--- src/rtl/keypad_scan_matrix.sv ---
// -----------------------------------------------------------------------------
// keypad_scan_matrix
//
// Scans a ROWS x COLS keypad. The column lines are driven one at a time
// (active-low). The asynchronous active-low row lines are synchronised and
// sampled once per column. Whole scan frames are debounced before a key is
// accepted. Each accepted press produces a one-cycle key event carrying the
// linear key code (row*COLS + col). The block also reports key release and
// frames in which more than one key was pressed.
//
// Optional feature macro: KEYPAD_TYPEMATIC_EN
//   When defined, a held key re-pulses o_key_valid after REPEAT_DELAY frames,
//   then every REPEAT_RATE frames. When undefined, each press produces exactly
//   one key event, and the repeat counters are not built.
//
// Ports:
//   i_clk          scan clock; all logic runs on the rising edge
//   i_rst          synchronous reset, active-high
//   i_row_n        keypad rows; 0 = pressed on the driven column (asynchronous)
//   o_col_n        column drive; exactly one bit is 0 outside reset
//   o_key_code     last accepted key, row*COLS + col
//   o_key_valid    one-cycle pulse; o_key_code is newly valid
//   o_key_held     level; an accepted key is still down
//   o_key_release  one-cycle pulse when o_key_held falls
//   o_multi_key    level; the last completed frame had more than one key
// -----------------------------------------------------------------------------
module keypad_scan_matrix #(
    parameter int ROWS         = 4,
    parameter int COLS         = 4,
    parameter int SETTLE       = 4,
    parameter int DEBOUNCE     = 4,
    parameter int RELEASE      = 8,
`ifdef KEYPAD_TYPEMATIC_EN
    parameter int REPEAT_DELAY = 32,
    parameter int REPEAT_RATE  = 8,
`endif
    parameter int CODE_W       = $clog2(ROWS*COLS)
) (
    input  logic              i_clk,
    input  logic              i_rst,
    input  logic [ROWS-1:0]   i_row_n,
    output logic [COLS-1:0]   o_col_n,
    output logic [CODE_W-1:0] o_key_code,
    output logic              o_key_valid,
    output logic              o_key_held,
    output logic              o_key_release,
    output logic              o_multi_key
);

    localparam int SET_W = $clog2(SETTLE);
    localparam int COL_W = $clog2(COLS);
    localparam int ROW_W = $clog2(ROWS);
    localparam int ST_W  = $clog2(DEBOUNCE + 1);
    localparam int EM_W  = $clog2(RELEASE + 1);

    localparam logic [SET_W-1:0] SET_LAST = SET_W'(SETTLE - 1);
    localparam logic [COL_W-1:0] COL_LAST = COL_W'(COLS - 1);
    localparam logic [ST_W-1:0]  ST_MAX   = ST_W'(DEBOUNCE);
    localparam logic [EM_W-1:0]  EM_MAX   = EM_W'(RELEASE);

`ifdef KEYPAD_TYPEMATIC_EN
    localparam int REP_MAX = (REPEAT_DELAY > REPEAT_RATE) ? REPEAT_DELAY : REPEAT_RATE;
    localparam int REP_W   = $clog2(REP_MAX + 1);
`endif

    // Row synchroniser
    logic [ROWS-1:0]   r_row_s1;
    logic [ROWS-1:0]   r_row_s2;

    // Scan sequencing: r_active stays low for the first cycle out of reset
    logic              r_active;
    logic [SET_W-1:0]  r_settle;
    logic [COL_W-1:0]  r_col;

    // Per-frame accumulation
    logic [1:0]        r_cnt;
    logic              r_cand_v;
    logic [CODE_W-1:0] r_cand;

    // Cross-frame debounce state
    logic              r_prev_v;
    logic [CODE_W-1:0] r_prev;
    logic [ST_W-1:0]   r_stable;
    logic [EM_W-1:0]   r_empty;

    // Registered outputs
    logic [COLS-1:0]   r_col_n;
    logic [CODE_W-1:0] r_key_code;
    logic              r_key_valid;
    logic              r_key_held;
    logic              r_key_release;
    logic              r_multi_key;

`ifdef KEYPAD_TYPEMATIC_EN
    logic [REP_W-1:0]  r_rep_cnt;
    logic              r_rep_first;
    logic [REP_W-1:0]  w_rep_nx;
    logic [REP_W-1:0]  w_rep_target;
`endif

    logic [1:0]        w_col_cnt;
    logic              w_col_any;
    logic [ROW_W-1:0]  w_col_row;
    logic [CODE_W-1:0] w_col_code;
    logic [1:0]        w_base_cnt;
    logic              w_base_v;
    logic [2:0]        w_sum;
    logic [1:0]        w_frm_cnt;
    logic              w_frm_v;
    logic [CODE_W-1:0] w_frm_cand;
    logic              w_sample;
    logic              w_frame_end;
    logic [COL_W-1:0]  w_col_next;
    logic              w_same;
    logic [ST_W-1:0]   w_stable_nx;
    logic [EM_W-1:0]   w_empty_nx;
    logic              w_accept;

    // Decode the sampled column and merge it into the running frame summary
    always_comb begin
        w_col_cnt = 2'd0;
        w_col_any = 1'b0;
        w_col_row = '0;
        // Walk from the top row down so the lowest pressed row wins
        for (int r = ROWS - 1; r >= 0; r--) begin
            w_col_row = (!r_row_s2[r]) ? ROW_W'(r) : w_col_row;
            w_col_any = w_col_any | !r_row_s2[r];
            w_col_cnt = (!r_row_s2[r] && (w_col_cnt != 2'd2)) ? (w_col_cnt + 2'd1) : w_col_cnt;
        end
        w_col_code  = CODE_W'(int'(w_col_row) * COLS + int'(r_col));

        // Column 0 opens a new frame, so earlier accumulation is ignored
        w_base_cnt  = (r_col == '0) ? 2'd0 : r_cnt;
        w_base_v    = (r_col == '0) ? 1'b0 : r_cand_v;
        w_sum       = {1'b0, w_base_cnt} + {1'b0, w_col_cnt};
        w_frm_cnt   = (w_sum >= 3'd2) ? 2'd2 : w_sum[1:0];
        w_frm_v     = w_base_v | w_col_any;
        w_frm_cand  = w_base_v ? r_cand : w_col_code;

        w_sample    = r_active && (r_settle == SET_LAST);
        w_frame_end = w_sample && (r_col == COL_LAST);
        w_col_next  = (r_col == COL_LAST) ? '0 : (r_col + COL_W'(1));

        w_same      = r_prev_v && (w_frm_cand == r_prev);
        w_stable_nx = w_same ? ((r_stable == ST_MAX) ? ST_MAX : (r_stable + ST_W'(1))) : ST_W'(1);
        w_empty_nx  = (r_empty == EM_MAX) ? EM_MAX : (r_empty + EM_W'(1));
        // The same key already held does not generate a fresh event
        w_accept    = (w_stable_nx == ST_MAX) && ((w_frm_cand != r_key_code) || !r_key_held);
    end

`ifdef KEYPAD_TYPEMATIC_EN
    // Repeat counter next value and the interval currently being timed
    always_comb begin
        w_rep_nx     = r_rep_cnt + REP_W'(1);
        w_rep_target = r_rep_first ? REP_W'(REPEAT_DELAY) : REP_W'(REPEAT_RATE);
    end
`endif

    // Scan sequencing, row synchroniser, frame accumulation and key evaluation
    always_ff @(posedge i_clk) begin
        if (i_rst) begin
            r_row_s1      <= '1;
            r_row_s2      <= '1;
            r_active      <= 1'b0;
            r_settle      <= '0;
            r_col         <= '0;
            r_cnt         <= 2'd0;
            r_cand_v      <= 1'b0;
            r_cand        <= '0;
            r_prev_v      <= 1'b0;
            r_prev        <= '0;
            r_stable      <= '0;
            r_empty       <= '0;
            r_col_n       <= '1;
            r_key_code    <= '0;
            r_key_valid   <= 1'b0;
            r_key_held    <= 1'b0;
            r_key_release <= 1'b0;
            r_multi_key   <= 1'b0;
`ifdef KEYPAD_TYPEMATIC_EN
            r_rep_cnt     <= '0;
            r_rep_first   <= 1'b1;
`endif
        end else begin
            r_row_s1      <= i_row_n;
            r_row_s2      <= r_row_s1;
            r_key_valid   <= 1'b0;
            r_key_release <= 1'b0;
            if (!r_active) begin
                // First cycle out of reset: start driving column 0
                r_active <= 1'b1;
                r_col_n  <= ~COLS'(1);
            end else if (w_sample) begin
                r_settle <= '0;
                r_col    <= w_col_next;
                r_col_n  <= ~(COLS'(1) << w_col_next);
                r_cnt    <= w_frm_cnt;
                r_cand_v <= w_frm_v;
                r_cand   <= w_frm_cand;
                if (w_frame_end) begin
                    r_prev_v    <= w_frm_v;
                    r_prev      <= w_frm_cand;
                    r_multi_key <= (w_frm_cnt == 2'd2);
                    case (w_frm_cnt)
                        2'd0: begin
                            r_empty  <= w_empty_nx;
                            r_stable <= '0;
                            if (r_key_held && (w_empty_nx == EM_MAX)) begin
                                r_key_held    <= 1'b0;
                                r_key_release <= 1'b1;
                            end
`ifdef KEYPAD_TYPEMATIC_EN
                            r_rep_cnt   <= '0;
                            r_rep_first <= 1'b1;
`endif
                        end
                        2'd1: begin
                            r_empty  <= '0;
                            r_stable <= w_stable_nx;
                            if (w_accept) begin
                                r_key_code  <= w_frm_cand;
                                r_key_valid <= 1'b1;
                                r_key_held  <= 1'b1;
                            end
`ifdef KEYPAD_TYPEMATIC_EN
                            if (w_accept) begin
                                r_rep_cnt   <= '0;
                                r_rep_first <= 1'b1;
                            end else if (r_key_held && (w_stable_nx == ST_MAX) && (w_frm_cand == r_key_code)) begin
                                if (w_rep_nx == w_rep_target) begin
                                    r_key_valid <= 1'b1;
                                    r_rep_cnt   <= '0;
                                    r_rep_first <= 1'b0;
                                end else begin
                                    r_rep_cnt   <= w_rep_nx;
                                end
                            end else begin
                                r_rep_cnt   <= '0;
                                r_rep_first <= 1'b1;
                            end
`endif
                        end
                        default: begin
                            r_stable <= '0;
                            r_empty  <= '0;
`ifdef KEYPAD_TYPEMATIC_EN
                            r_rep_cnt   <= '0;
                            r_rep_first <= 1'b1;
`endif
                        end
                    endcase
                end
            end else begin
                r_settle <= r_settle + SET_W'(1);
            end
        end
    end

    assign o_col_n       = r_col_n;
    assign o_key_code    = r_key_code;
    assign o_key_valid   = r_key_valid;
    assign o_key_held    = r_key_held;
    assign o_key_release = r_key_release;
    assign o_multi_key   = r_multi_key;

endmodule

--- config.mk ---
export PLATFORM = sky130hd
export DESIGN_NAME = keypad_scan_matrix
export DESIGN_NICKNAME = d
export VERILOG_FILES = /design/src/rtl/keypad_scan_matrix.sv
export SDC_FILE = /design/constraint.sdc
export NUM_CORES = 1
export LEC_CHECK = 0
export CAP_MARGIN = 20
export CORE_ASPECT_RATIO = 0.75
export CORE_MARGIN = 8
export CORE_UTILIZATION = 30
export DETAILED_ROUTE_END_ITERATION = 8
export SYNTH_ARGS = -nofsm -noshare
export SYNTH_HDL_FRONTEND = slang
export SYNTH_SLANG_ARGS = --single-unit
--- constraint.sdc ---
create_clock -name i_clk -period 3.01 [get_ports i_clk]
set_input_delay 0.903 -clock i_clk [delete_from_list [all_inputs] [get_ports i_clk]]
set_output_delay 0.903 -clock i_clk [all_outputs]
set_load 0.1 [all_outputs]
==> results.txt <==
Status - finished with violations
Violated checks - setup timing
Share of cells above drive strength 1 - 0.2772
Crit path kind - flip-flop to flip-flop
Delay of the slowest critical-path stage - 590 ps
Reg area - 883.3 sq um
Initial Util - 0.3089
Cell mode on critical path - nor2_4
Critical Path Fanout Max - 5
Die area - 10610 sq um
FILL cells - 730
PD cells - 429.7 nW/um^2
Multi-input gate area - 1408 sq um
Final Hold Fails - 0
Final Power - 1.232 mW
Syn_nets - 280
Slew Limit Fails - 0
Die X - 116.3 um
Slew @ Worst Pin - 920.7 ps
Top FF cell, synth - dfxtp_1
Hold crit path type - flip-flop to flip-flop
Layout area overhead - 26.57%
Most common cell after layout, fill and taps aside - dfxtp_1
Period utilisation layout - 1.014
Total GRT Usage - 0.09142
Drt pass-1 iters - 4
RSZ-0062 raised after global routing - true
Post-DP HPWL - 3.531 mm
Worst path arrival time - 3290 ps
Worst Path Required - 3240 ps
Post-synth EDFFs - 0
Crit. End Element - flip-flop
Initial drt markers - 52
Post-Place Worst Slack - -114.5 ps
Post-layout nets - 309
Ant diodes - 0
CTS root buffer - clkbuf_8
TritonCTS Buffers - 5
Inst Count DP - 374
First-pass GRT wire length - 7.790 mm
Final std cells w/o fill - 386
Netlist cell types - 50
Total core area - 7331 sq um
CTS clk-pin slew, worst paths - 80 ps
FFs w/ async S/R, synth - 0
Peak Freq - 0.3275 GHz
Chip height - 91.25 um
Met1 wire length - 2.655 mm
CTS tree - yes
Syn Std Cell Area - 2265 sq um
Routed len/inst - 12.68 um
Routed Antenna Nets - 0
CTS sink cnt - 44
Vias in the first global route - 1609
Critical Path Slowest Stage Cell - or4_4
Worst path bufs/invs - 3
Initial antenna violation count - 0
Fin Hold WS - 412.2 ps
CP delay by family, top - adder cells
Max IR drop VDD - 0.1870 mV
PortBufs - 17
Setup-failing EPs final - 6
FF+latch count, synth - 44
Sequential area share after synthesis - 0.3890
IO Count - 18
DR WL met2 - 1.964 mm
Routed wl met3 - 227 um
Avg Cell Area, Syn - 8.846 sq um
Synth warnings - 0
Vias per cell - 4.751
Clock Path Buffers - 2
Normalized max-slew margin - 0.3810
# hold bufs at CTS - 0
CP cell instances - inv_4 -> ha_4 -> nor2_4 -> nor2_2 -> a21oi_2 -> ha_2 -> nor2_4 -> xnor2_2 -> ha_2 -> inv_2 -> fa_1 -> nand2_2 -> or4_4 -> buf_4 -> nor2_4
Largest net degree at the start of global routing - 38
Crit start category - flip-flop
Leak - 1.084 nW
Post-Route WL - 4.893 mm
Most frequent cells in the layout - dfxtp_1 (42), buf_4 (26), nor2_1 (23), nand2_1 (23), inv_1 (15)
Uppermost layer routed - met4
H-tree Lvls - 2
Min Tclk post-route - 3053 ps
GP Congestion - 0.7788
Row count - 27
Util after Layout - 0.3910
Drt drc - 0
Max-Cap Viols - 0
Setup slack after layout - -43.34 ps
Via count - 1834
Clock latency on the worst-skew pair - 300 ps
Layout Skew - 4.643 ps
GRT overflow - 0
Instance count of the mapped netlist - 256
registers in the layout (all words and copies together) (netlist names), 2 cells and up:
signal	cells
o_key_code	4
r_cand	4
r_settle	2
r_empty	4
r_cnt	2
r_stable	3
r_row_s1	4
r_col	2
r_prev	4
o_col_n	4
r_row_s2	4
per-stage QoR:
step / instance area, sq um / setup TNS [ps]
global placement: 2570 / 0
detailed placement: 2570 / -441.6
CTS: 2784 / -35.31
finish: 2867 / -111.4
global route: 2867 / -1749
floorplan: 2270 / 0
metal layers:
| layer | GRT usage | up-vias |
|---|---|---|
| met5 | 0 | - |
| met1 | 0.1380 | 847 |
| met3 | 0.02976 | 7 |
| met4 | 0.02906 | 0 |
| li1 | - | 945 |
| met2 | 0.1157 | 35 |
where the power goes:
part           internal, mW  total [mW]  switching (mW)
Combinational        0.0485       0.106          0.0579
Sequential            0.592       0.601         0.00816
Clock                 0.327       0.525           0.198
cells in the mapped netlist (2+ instances only):
master    number  area, sq um
a211oi_1       9        67.56
a21oi_1       14        70.07
a221oi_1       2        17.52
a22oi_1        2        15.01
a41o_1         4        40.04
and2_1         2        12.51
and3_1         2        12.51
buf_2          3        15.01
clkbuf_1       6        22.52
dfxtp_1       44        880.8
ha_1          17        212.7
inv_1         18        67.56
mux2i_1        4        40.04
nand2_1       25        93.84
nand2b_1       2        12.51
nand3_1        2        10.01
nand3b_1       3        22.52
nand4_1        2        12.51
nor2_1        29        108.9
nor2b_1        3        18.77
nor3_1         4        20.02
o211ai_1       2        15.01
o21ai_0       11        55.05
o31ai_1        3        22.52
or2_2          8        50.05
xnor2_1        6        52.55
xor2_1         6        52.55
what timing repair did:
| item | in CTS | in global routing |
|---|---|---|
| setup buffers | 1 | 3 |
| gates resized for setup | 20 | 15 |
| pin swaps | 11 | 15 |
| setup endpoints to repair | 13 | 13 |
| gates cloned | 1 | 0 |
final timing paths:
path,startpoint,slack (ps),depth (start not counted),endpoint
max,r_row_s2[3],-40,15,o_key_release
min,r_row_s1[0],410,1,r_row_s2[0]
max reg2reg,r_row_s2[3],-40,15,o_key_release
min reg2reg,r_row_s1[0],410,1,r_row_s2[0]
area by class of cell:
class / instances / share of cell area
clock buffer: 5 / 0.02401
tap: 101 / 0.04409
sequential: 44 / 0.3082
clock inverter: 2 / 0.02095
timing repair buffer: 32 / 0.08730
inverter: 18 / 0.02444
multi-input combinational: 184 / 0.4911
logic make-up (layout without fill, tap and decap cells):
family                     count (synthesis)  count (layout)  synth area share
muxes                                      7               7           0.03867
AOI/OAI and AO/OA                         57              57            0.1691
xor gates and xnor gates                  12              12           0.04641
adders and majority gates                 18              18            0.1028
buffers and inverters                     28              57           0.04806
DFF                                       44              44            0.3889
and+or+nand+nor                           90              90            0.2061
No activity file was read; power rests on OpenSTA's default activity.
